===== config.mk =====
export PLATFORM = sky130hd
export DESIGN_NAME = pps_input_qualifier_flat
export DESIGN_NICKNAME = d
export VERILOG_FILES = /design/src/rtl/pps_qual_pkg.sv /design/src/rtl/pps_input_qualifier_if.sv /design/src/rtl/pps_glitch_filter.sv /design/src/rtl/pps_input_qualifier.sv /design/src/flat_wrapper.sv
export SDC_FILE = /design/constraint.sdc
export NUM_CORES = 1
export LEC_CHECK = 0
export CAP_MARGIN = 20
export CELL_PAD_IN_SITES_DETAIL_PLACEMENT = 0
export CELL_PAD_IN_SITES_GLOBAL_PLACEMENT = 1
export CORE_ASPECT_RATIO = 1.5
export CORE_MARGIN = 2
export CORE_UTILIZATION = 47
export CTS_BUF_LIST = sky130_fd_sc_hd__clkbuf_2 sky130_fd_sc_hd__clkbuf_4 sky130_fd_sc_hd__clkbuf_8
export DETAILED_ROUTE_END_ITERATION = 10
export PLACE_DENSITY = 0.95
export SLEW_MARGIN = 20
export SYNTH_ARGS = -nofsm -noshare
export SYNTH_HDL_FRONTEND = slang
export SYNTH_SLANG_ARGS = --single-unit

===== constraint.sdc =====
create_clock -name clk -period 7.3 [get_ports clk]
set_input_delay 1.46 -clock clk [delete_from_list [all_inputs] [get_ports clk]]
set_output_delay 1.46 -clock clk [all_outputs]
set_load 0.01 [all_outputs]

===== src/rtl/pps_qual_pkg.sv =====
// pps_qual_pkg -- shared types and helpers for the PPS input qualifier.
//   pps_state_t        : lock state machine encoding (IDLE/ACQ/LOCKED/LOST)
//   QUALITY_LOCK_BASE  : quality floor while LOCKED (selector threshold)
//   QUALITY_MAX_DELTA  : headroom above the floor, reduced by period error
//   sat_inc()          : increment that sticks at a caller-given limit
package pps_qual_pkg;

  typedef enum logic [1:0] {
    IDLE   = 2'd0,
    ACQ    = 2'd1,
    LOCKED = 2'd2,
    LOST   = 2'd3
  } pps_state_t;

  localparam logic [15:0] QUALITY_LOCK_BASE = 16'h8000;
  localparam logic [15:0] QUALITY_MAX_DELTA = 16'h7FFF;

  function automatic logic [31:0] sat_inc(input logic [31:0] v, input logic [31:0] lim);
    return (v >= lim) ? lim : v + 32'd1;
  endfunction

endpackage


===== src/rtl/pps_input_qualifier_if.sv =====
// pps_input_qualifier_if -- PPS qualifier signal bundle.
//   master : drives pps_in/enable, observes qualified outputs (upstream/tb side)
//   slave  : the qualifier itself
//   pps_in, enable                       : raw pin, qualifier enable
//   pps_out, pps_valid, quality          : strobe, lock flag, 16-bit metric
//   period_cycles, period_error          : last period and signed error
//   good_count, pulse_missing, glitch_count
// Optional (PPS_QUAL_STATS_EN): period_min, period_max, bad_period_count.
interface pps_input_qualifier_if;
  logic        pps_in;
  logic        enable;
  logic        pps_out;
  logic        pps_valid;
  logic [15:0] quality;
  logic [31:0] period_cycles;
  logic [31:0] period_error;
  logic [2:0]  good_count;
  logic        pulse_missing;
  logic [15:0] glitch_count;
`ifdef PPS_QUAL_STATS_EN
  logic [31:0] period_min;
  logic [31:0] period_max;
  logic [15:0] bad_period_count;
`endif

  modport master (
    output pps_in, enable,
    input  pps_out, pps_valid, quality, period_cycles, period_error,
           good_count, pulse_missing, glitch_count
`ifdef PPS_QUAL_STATS_EN
    , input period_min, period_max, bad_period_count
`endif
  );

  modport slave (
    input  pps_in, enable,
    output pps_out, pps_valid, quality, period_cycles, period_error,
           good_count, pulse_missing, glitch_count
`ifdef PPS_QUAL_STATS_EN
    , output period_min, period_max, bad_period_count
`endif
  );
endinterface


===== src/rtl/pps_glitch_filter.sv =====
// pps_glitch_filter -- synchronise raw PPS pin, detect rising edge, and
// qualify the pulse by width.
//   clk, rst_n : clock, async active-low reset
//   clr        : synchronous discard of any in-flight candidate
//   pin        : raw asynchronous PPS input
//   acc        : one-cycle strobe, input stayed high MIN_PULSE_WIDTH cycles
//   glitch     : one-cycle strobe, candidate fell before reaching the width
// Both strobes are combinational from registered state so the pin-to-accept
// delay is exactly 1 + MIN_PULSE_WIDTH clocks.
module pps_glitch_filter #(
  parameter int unsigned MIN_PULSE_WIDTH = 10
) (
  input  logic clk,
  input  logic rst_n,
  input  logic clr,
  input  logic pin,
  output logic acc,
  output logic glitch
);
  localparam int CW = $clog2(MIN_PULSE_WIDTH + 1);

  // [0],[1] two-flop synchroniser, [2] previous synchronised value
  logic [2:0]    sync;
  logic          rise;
  logic          cand;
  logic [CW-1:0] cnt;   // high cycles seen so far, minus the current one

  always_ff @(posedge clk or negedge rst_n) begin
    if (!rst_n) sync <= '0;
    else        sync <= {sync[1:0], pin};
  end

  assign rise   = sync[1] & ~sync[2];
  assign acc    = cand & ~clr &  sync[1] & (cnt == CW'(MIN_PULSE_WIDTH - 1));
  assign glitch = cand & ~clr & ~sync[1];

  // The edge cycle counts as the first high cycle, so cnt starts at 1.
  always_ff @(posedge clk or negedge rst_n) begin
    if (!rst_n) begin
      cand <= 1'b0;
      cnt  <= '0;
    end else if (clr) begin
      cand <= 1'b0;
      cnt  <= '0;
    end else if (!cand) begin
      if (rise) begin
        cand <= 1'b1;
        cnt  <= CW'(1);
      end
    end else if (acc || glitch) begin
      cand <= 1'b0;
    end else begin
      cnt <= cnt + CW'(1);
    end
  end
endmodule


===== src/rtl/pps_input_qualifier.sv =====
// pps_input_qualifier -- per-source PPS front end feeding the source selector.
// Filters the raw pin, measures edge-to-edge period against CLK_FREQ and runs
// the IDLE/ACQ/LOCKED/LOST lock machine.
//   clk, rst_n : clock, async active-low reset
//   bus        : pps_input_qualifier_if.slave (pin, enable, qualified outputs)
// Build option: PPS_QUAL_STATS_EN adds period_min/period_max/bad_period_count.
module pps_input_qualifier
  import pps_qual_pkg::*;
#(
  parameter int unsigned CLK_FREQ        = 100_000_000,
  parameter int unsigned PERIOD_TOL      = 1000,
  parameter int unsigned MIN_PULSE_WIDTH = 10,
  parameter int unsigned GOOD_COUNT_REQ  = 3,
  parameter int unsigned MISSING_TIMEOUT = 150_000_000,
  parameter int unsigned QSHIFT          = 4
) (
  input  logic                  clk,
  input  logic                  rst_n,
  pps_input_qualifier_if.slave  bus
);
  logic        en, acc, glitch;
  pps_state_t  state, state_nx;
  logic [2:0]  gc, gc_nx;
  logic [3:0]  gc_inc;
  logic [31:0] cnt;
  logic [32:0] err33, abs33;
  logic [47:0] sh;
  logic [15:0] delta, q_nx;
  logic        tracking, measuring, good, timeout;

  logic        pps_out_q, valid_q, miss_q;
  logic [15:0] quality_q, glitch_q;
  logic [31:0] period_q, err_q;

  assign en = bus.enable;

  pps_glitch_filter #(.MIN_PULSE_WIDTH(MIN_PULSE_WIDTH)) u_filt (
    .clk    (clk),
    .rst_n  (rst_n),
    .clr    (~en),
    .pin    (bus.pps_in),
    .acc    (acc),
    .glitch (glitch)
  );

  // cnt = cycles since last accepted edge; on the next accept it equals the period.
  always_ff @(posedge clk or negedge rst_n) begin
    if (!rst_n)   cnt <= '0;
    else if (!en) cnt <= '0;
    else if (acc) cnt <= 32'd1;
    else          cnt <= sat_inc(cnt, 32'hFFFF_FFFF);
  end

  // A period exists only after an edge accepted in ACQ/LOCKED.
  assign tracking  = (state == ACQ) || (state == LOCKED);
  assign measuring = acc && tracking;
  assign err33     = {1'b0, cnt} - 33'(CLK_FREQ);
  assign abs33     = err33[32] ? (~err33 + 33'd1) : err33;
  assign good      = (abs33 <= 33'(PERIOD_TOL));
  assign timeout   = tracking && (cnt > 32'(MISSING_TIMEOUT));
  assign gc_inc    = {1'b0, gc} + 4'd1;

  // Accepted edge is checked before timeout, so an edge in the timeout cycle wins.
  always_comb begin
    state_nx = state;
    gc_nx    = gc;
    unique case (state)
      IDLE, LOST: begin
        if (acc) begin
          state_nx = ACQ;
          gc_nx    = 3'd0;
        end
      end
      ACQ: begin
        if (acc) begin
          if (!good) begin
            gc_nx = 3'd0;
          end else if (gc_inc >= 4'(GOOD_COUNT_REQ)) begin
            state_nx = LOCKED;
            gc_nx    = 3'(GOOD_COUNT_REQ);
          end else begin
            gc_nx = gc_inc[2:0];
          end
        end else if (timeout) begin
          state_nx = LOST;
          gc_nx    = 3'd0;
        end
      end
      LOCKED: begin
        if (acc) begin
          if (!good) begin
            state_nx = ACQ;
            gc_nx    = 3'd0;
          end
        end else if (timeout) begin
          state_nx = LOST;
          gc_nx    = 3'd0;
        end
      end
      default: begin
        state_nx = IDLE;
        gc_nx    = 3'd0;
      end
    endcase
  end

  // LOCKED is only entered on an accepted edge, so abs33 is a fresh measurement.
  always_comb begin
    sh    = {15'd0, abs33} << QSHIFT;
    delta = (sh > 48'h7FFF) ? QUALITY_MAX_DELTA : sh[15:0];
    unique case (state_nx)
      LOCKED:  q_nx = QUALITY_LOCK_BASE + (QUALITY_MAX_DELTA - delta);
      ACQ:     q_nx = {gc_nx, 13'd0};
      default: q_nx = 16'd0;
    endcase
  end

  always_ff @(posedge clk or negedge rst_n) begin
    if (!rst_n) begin
      state     <= IDLE;
      gc        <= '0;
      pps_out_q <= 1'b0;
      valid_q   <= 1'b0;
      miss_q    <= 1'b0;
      quality_q <= '0;
      period_q  <= '0;
      err_q     <= '0;
      glitch_q  <= '0;
    end else if (!en) begin
      // glitch_q deliberately holds across disable
      state     <= IDLE;
      gc        <= '0;
      pps_out_q <= 1'b0;
      valid_q   <= 1'b0;
      miss_q    <= 1'b0;
      quality_q <= '0;
      period_q  <= '0;
      err_q     <= '0;
    end else begin
      state     <= state_nx;
      gc        <= gc_nx;
      pps_out_q <= acc;
      valid_q   <= (state_nx == LOCKED);
      miss_q    <= (state_nx == LOST);
      if (measuring) begin
        period_q <= cnt;
        err_q    <= err33[31:0];
      end
      if (acc || (state_nx != state)) quality_q <= q_nx;
      if (glitch) glitch_q <= 16'(sat_inc({16'd0, glitch_q}, 32'h0000_FFFF));
    end
  end

  assign bus.pps_out       = pps_out_q;
  assign bus.pps_valid     = valid_q;
  assign bus.quality       = quality_q;
  assign bus.period_cycles = period_q;
  assign bus.period_error  = err_q;
  assign bus.good_count    = gc;
  assign bus.pulse_missing = miss_q;
  assign bus.glitch_count  = glitch_q;

`ifdef PPS_QUAL_STATS_EN
  logic [31:0] pmin_q, pmax_q;
  logic [15:0] bad_q;
  logic        acq_entry;

  assign acq_entry = ((state == IDLE) || (state == LOST)) && (state_nx == ACQ);

  // pmin_q == 0 marks "no period yet"; a measured period is always >= 1.
  always_ff @(posedge clk or negedge rst_n) begin
    if (!rst_n) begin
      pmin_q <= '0;
      pmax_q <= '0;
      bad_q  <= '0;
    end else if (!en || acq_entry) begin
      pmin_q <= '0;
      pmax_q <= '0;
      bad_q  <= '0;
    end else if (measuring) begin
      if ((pmin_q == 32'd0) || (cnt < pmin_q)) pmin_q <= cnt;
      if (cnt > pmax_q)                         pmax_q <= cnt;
      if (!good) bad_q <= 16'(sat_inc({16'd0, bad_q}, 32'h0000_FFFF));
    end
  end

  assign bus.period_min       = pmin_q;
  assign bus.period_max       = pmax_q;
  assign bus.bad_period_count = bad_q;
`endif
endmodule


===== src/flat_wrapper.sv =====
// flat-port wrapper written by rule: the top's interface ports become plain ports
module pps_input_qualifier_flat import pps_qual_pkg::*;
#(
  parameter int unsigned CLK_FREQ        = 100_000_000,
  parameter int unsigned PERIOD_TOL      = 1000,
  parameter int unsigned MIN_PULSE_WIDTH = 10,
  parameter int unsigned GOOD_COUNT_REQ  = 3,
  parameter int unsigned MISSING_TIMEOUT = 150_000_000,
  parameter int unsigned QSHIFT          = 4
)
  (clk, rst_n, bus_pps_in, bus_enable, bus_pps_out, bus_pps_valid, bus_quality, bus_period_cycles, bus_period_error, bus_good_count, bus_pulse_missing, bus_glitch_count);
  pps_input_qualifier_if bus_i ();
  input  logic clk;
  input  logic rst_n;
  input wire logic [$bits(bus_i.pps_in)-1:0] bus_pps_in;
  input wire logic [$bits(bus_i.enable)-1:0] bus_enable;
  output wire logic [$bits(bus_i.pps_out)-1:0] bus_pps_out;
  output wire logic [$bits(bus_i.pps_valid)-1:0] bus_pps_valid;
  output wire logic [$bits(bus_i.quality)-1:0] bus_quality;
  output wire logic [$bits(bus_i.period_cycles)-1:0] bus_period_cycles;
  output wire logic [$bits(bus_i.period_error)-1:0] bus_period_error;
  output wire logic [$bits(bus_i.good_count)-1:0] bus_good_count;
  output wire logic [$bits(bus_i.pulse_missing)-1:0] bus_pulse_missing;
  output wire logic [$bits(bus_i.glitch_count)-1:0] bus_glitch_count;
  assign bus_i.pps_in = bus_pps_in;
  assign bus_i.enable = bus_enable;
  assign bus_pps_out = bus_i.pps_out;
  assign bus_pps_valid = bus_i.pps_valid;
  assign bus_quality = bus_i.quality;
  assign bus_period_cycles = bus_i.period_cycles;
  assign bus_period_error = bus_i.period_error;
  assign bus_good_count = bus_i.good_count;
  assign bus_pulse_missing = bus_i.pulse_missing;
  assign bus_glitch_count = bus_i.glitch_count;
  pps_input_qualifier #(.CLK_FREQ(CLK_FREQ), .PERIOD_TOL(PERIOD_TOL), .MIN_PULSE_WIDTH(MIN_PULSE_WIDTH), .GOOD_COUNT_REQ(GOOD_COUNT_REQ), .MISSING_TIMEOUT(MISSING_TIMEOUT), .QSHIFT(QSHIFT)) u_core (.clk(clk), .rst_n(rst_n), .bus(bus_i));
endmodule

==> reports/qor.csv <==
stage,metric,value,unit
status,outcome,"complete, no violations",
detailed_routing,final_antenna_net_count,0,
clock_network,cts.sinks,133,
sta,rsz0062_at_grt,false,
critical_path,crit_type,flip-flop to flip-flop,
die,core_region_area,17790,um2
critical_path,setup.worst_path.start,u_core.cnt[8],
critical_path,required,7630,ps
pwr,combinationalPowerShare,0.068,
pwr,total_leakage_power,4.121,nW
hold_path,worstHoldPathType,flip-flop to flip-flop,
global_routing,grt_pass1_wl,39540,um
sta,worst_slew_pin_slew,846.9,ps
sta,final.setup_skew,9.244,ps
sta,setup_viol,0,
sta,period_needed,5828,ps
pwr,pwr-share-clk,0.438,
detailed_routing,drc,0,
clock_network,clk_pin_slew_worst_paths,80,ps
cells_and_area,most_frequent_standard_cell_in_the_layout_excluding_fill_and_tap_cells,dfrtp_1,
clock_network,h-tree-depth,4,
die,die_w,113.6,um
logic_synthesis,synth.distinct_cells,86,
sta,final_min_period_over_clock_period,0.7984,
cells_and_area,finalCoreUtilization,0.5556,
cells_and_area,num_antenna_cells,0,
pwr,swShare,0.2601,
global_routing,grt.total_usage,0.2618,
die,start_util,0.4762,
logic_synthesis,ys_warnings,0,
sta,clock.fmax,171.6,MHz
sta,slew-limit-headroom,0.4280,
logic_synthesis,synth_top_flop_cell,dfrtp_1,
logic_synthesis,netlist.area_leader.share,0.3928,
die,fp.dieH,168.4,um
logic_synthesis,synth_sequential_area_ratio,0.3928,
critical_path,start_kind,flip-flop,
global_routing,grt-ovfl-total,0,
cells_and_area,drive_above_1_share,0.06692,
logic_synthesis,number_of_synthesized_flops_with_an_enable_pin,0,
global_routing,grt_pass1_vias,7322,
clock_network,clockRootBuffer,clkbuf_8,
clock_network,cts_post_setup_buffers_inserted,0,
critical_path,regToRegStartpoint,u_core.cnt[8],
placed_design,port_buffers,105,
clock_network,clk_latency,450,ps
logic_synthesis,avgSynthCellArea,8.423,um2
clock_network,cts_tree,yes,
sta,final_max_slew_viol_count,0,
die,die_area,19140,um2
hold_path,hold_path_startpoint,u_core.u_filt.sync[0],
detailed_routing,iteration_0_drc_markers,600,
detailed_routing,detail_route.first_pass.iterations,5,
detailed_routing,detailroute.via_count,7739,
logic_synthesis,async_reset_ff_frac,1.000,
pwr,net_switching_power_of_the_design,0.4024,mW
cells_and_area,design.final.nets,1067,
clock_network,cts.path.max_buffers,2,
cells_and_area,area.growth.synth_to_final,16.66,%
logic_synthesis,synth_fp_nets,1025,
critical_path,worst-endpoint-arrival,6160,ps
cells_and_area,fillCellCount,1659,
placed_design,dp.final_hpwl,17980,um
flow_run,maxCapViolCount,0,
die,design.portCount,106,
clock_network,cts_hold_buffers_added,0,
logic_synthesis,postSynthCellCount,1006,
global_routing,grt_max_degree,70,
logic_synthesis,area_contributors_post_synth,"dfrtp_1 (39%), nand2_1 (5.8%), nand3_1 (5.6%)",
sta,setup_total_negative_slack,0,ps
pwr,p_seq_frac,0.494,
sta,report.final.hold_viol_count,0,
pwr,power.density,156.5,nW/um2
logic_synthesis,ys_ff_latch,133,
cells_and_area,layout.cells.most_common_list,"dfrtp_1 (133), nand2_1 (129), clkdlybuf4s50_1 (103), nand3_1 (94)",
die,placementRows,60,
pwr,internal_power,1.145,mW
placed_design,routability_driven_placement_congestion_ratio,0.9711,
critical_path,worstPathMaxFanout,16,
detailed_routing,finalWirelength,24720,um
clock_network,post_cts_repair_resize_count,0,
global_routing,antenna_found_initial,0,
logic_synthesis,synth_area_leader_cell,dfrtp_1,
logic_synthesis,syn-cell-area,8473,um2
detailed_routing,drt-vias-per-instance,6.056,
pwr,power.ir.vdd_worst,0.08201,mV
detailed_routing,wire_per_inst,19.35,um
critical_path,setup.worst_path.end_class,flip-flop,
clock_network,tritoncts.num_buffers,17,
[worst max-delay path: stages (launching register included)]
cell,delay (ps)
dfrtp_1,580
inv_1,190
ha_1,380
nor4b_4,440
o21ai_2,230
a211oi_1,680
o211ai_2,320
a222oi_1,400
o211ai_1,190
nor4_2,320
nor4b_2,500
a21oi_1,200
nor2_1,180
ha_1,260
and3_1,200
nor4b_2,190
a22o_1,190
o31a_1,260
[flip-flops by register name (all words and copies together) (netlist names)]
name                      cells
u_core.bus.period_error      32
u_core.cnt                   32
u_core.bus.period_cycles     24
u_core.bus.glitch_count      16
u_core.bus.quality           13
u_core.u_filt.cnt             4
u_core.bus.good_count         3
u_core.u_filt.sync            3
u_core.state                  2
u_core.bus.pps_out            1
u_core.bus.pps_valid          1
u_core.bus.pulse_missing      1
u_core.u_filt.cand            1
[synthesized netlist by cell type (all sizes together) (11+ instances only)]
| library cell | count |
|---|---|
| nor4 | 14 |
| xnor2 | 35 |
| dfrtp | 133 |
| o211ai | 11 |
| inv | 23 |
| nand3 | 94 |
| and3 | 16 |
| nand2 | 130 |
| a21oi | 62 |
| o31ai | 11 |
| buf | 39 |
| a31oi | 15 |
| o21ai | 66 |
| xor2 | 26 |
| clkbuf | 50 |
| nor3 | 29 |
| ha | 15 |
| nand4 | 19 |
| nor2 | 64 |
[stage by stage]
step           cells  cell area (um2)  worst slack (ps)  hold WS [ps]  power, mW
4_1_cts         1278             9876              1543         365.7      1.558
3_3_place_gp    1245             9433              1756         337.0     0.8852
6_report        1278             9884              1472         362.4      1.547
2_1_floorplan   1006             8473              2352         331.2     0.8323
3_5_place_dp    1246             9448              1568         345.7     0.8856
5_1_grt         1278             9884              1024         373.3      1.610
[cell families (layout without fill, tap and decap cells)]
group | Yosys count | in the layout | share of synthesized area
AOI/OAI and AO/OA | 239 | 239 | 0.1868
and+or+nand+nor | 435 | 435 | 0.2643
muxes | 9 | 9 | 0.01078
adders and majority gates | 15 | 15 | 0.02215
buffers and inverters | 114 | 169 | 0.06010
DFF | 133 | 133 | 0.3928
xor gates and xnor gates | 61 | 61 | 0.06305
[path summary, 6_finish.rpt]
path | to | slack (ps) | cells after the start
min in group asynchronous | u_core.bus.period_error[9] | 1000 | 1
worst max-delay path | u_core.bus.quality[14] | 1470 | 17
worst min register to register | u_core.u_filt.sync[1] | 360 | 0
max in group asynchronous | u_core.u_filt.cnt[0] | 4990 | 2
worst max register to register | u_core.bus.quality[14] | 1470 | 17
worst min-delay path | u_core.u_filt.sync[1] | 360 | 0
[final cells by class]
type / instances / area (um2) / share of cell area
Multi-Input combinational cell: 759 / 4656 / 0.4710
Sequential cell: 133 / 3328 / 0.3367
Timing Repair Buffer: 112 / 1107 / 0.1120
Tap cell: 217 / 271.5 / 0.02747
Clock buffer: 19 / 255.2 / 0.02582
Clock inverter: 13 / 172.7 / 0.01747
Inverter: 25 / 93.84 / 0.009494
[layer usage]
metal,GRT usage,vias up,part of all wire
met5,0,-,0
met4,0.1288,0,0.045
met3,0.03420,54,0.031
met2,0.4678,221,0.53
met1,0.3057,3779,0.40
li1,-,3685,-
[power by group through the flow]
stage / clock (mW) / sequential (mW) / combinational, mW
after global placement: 0 / 0.779 / 0.106
after global routing: 0.725 / 0.767 / 0.117
after detailed placement: 0 / 0.780 / 0.106
after floorplan: 0 / 0.780 / 0.0527
after CTS: 0.686 / 0.765 / 0.106
final: 0.677 / 0.764 / 0.105
Power figures use the tool's default switching activity.
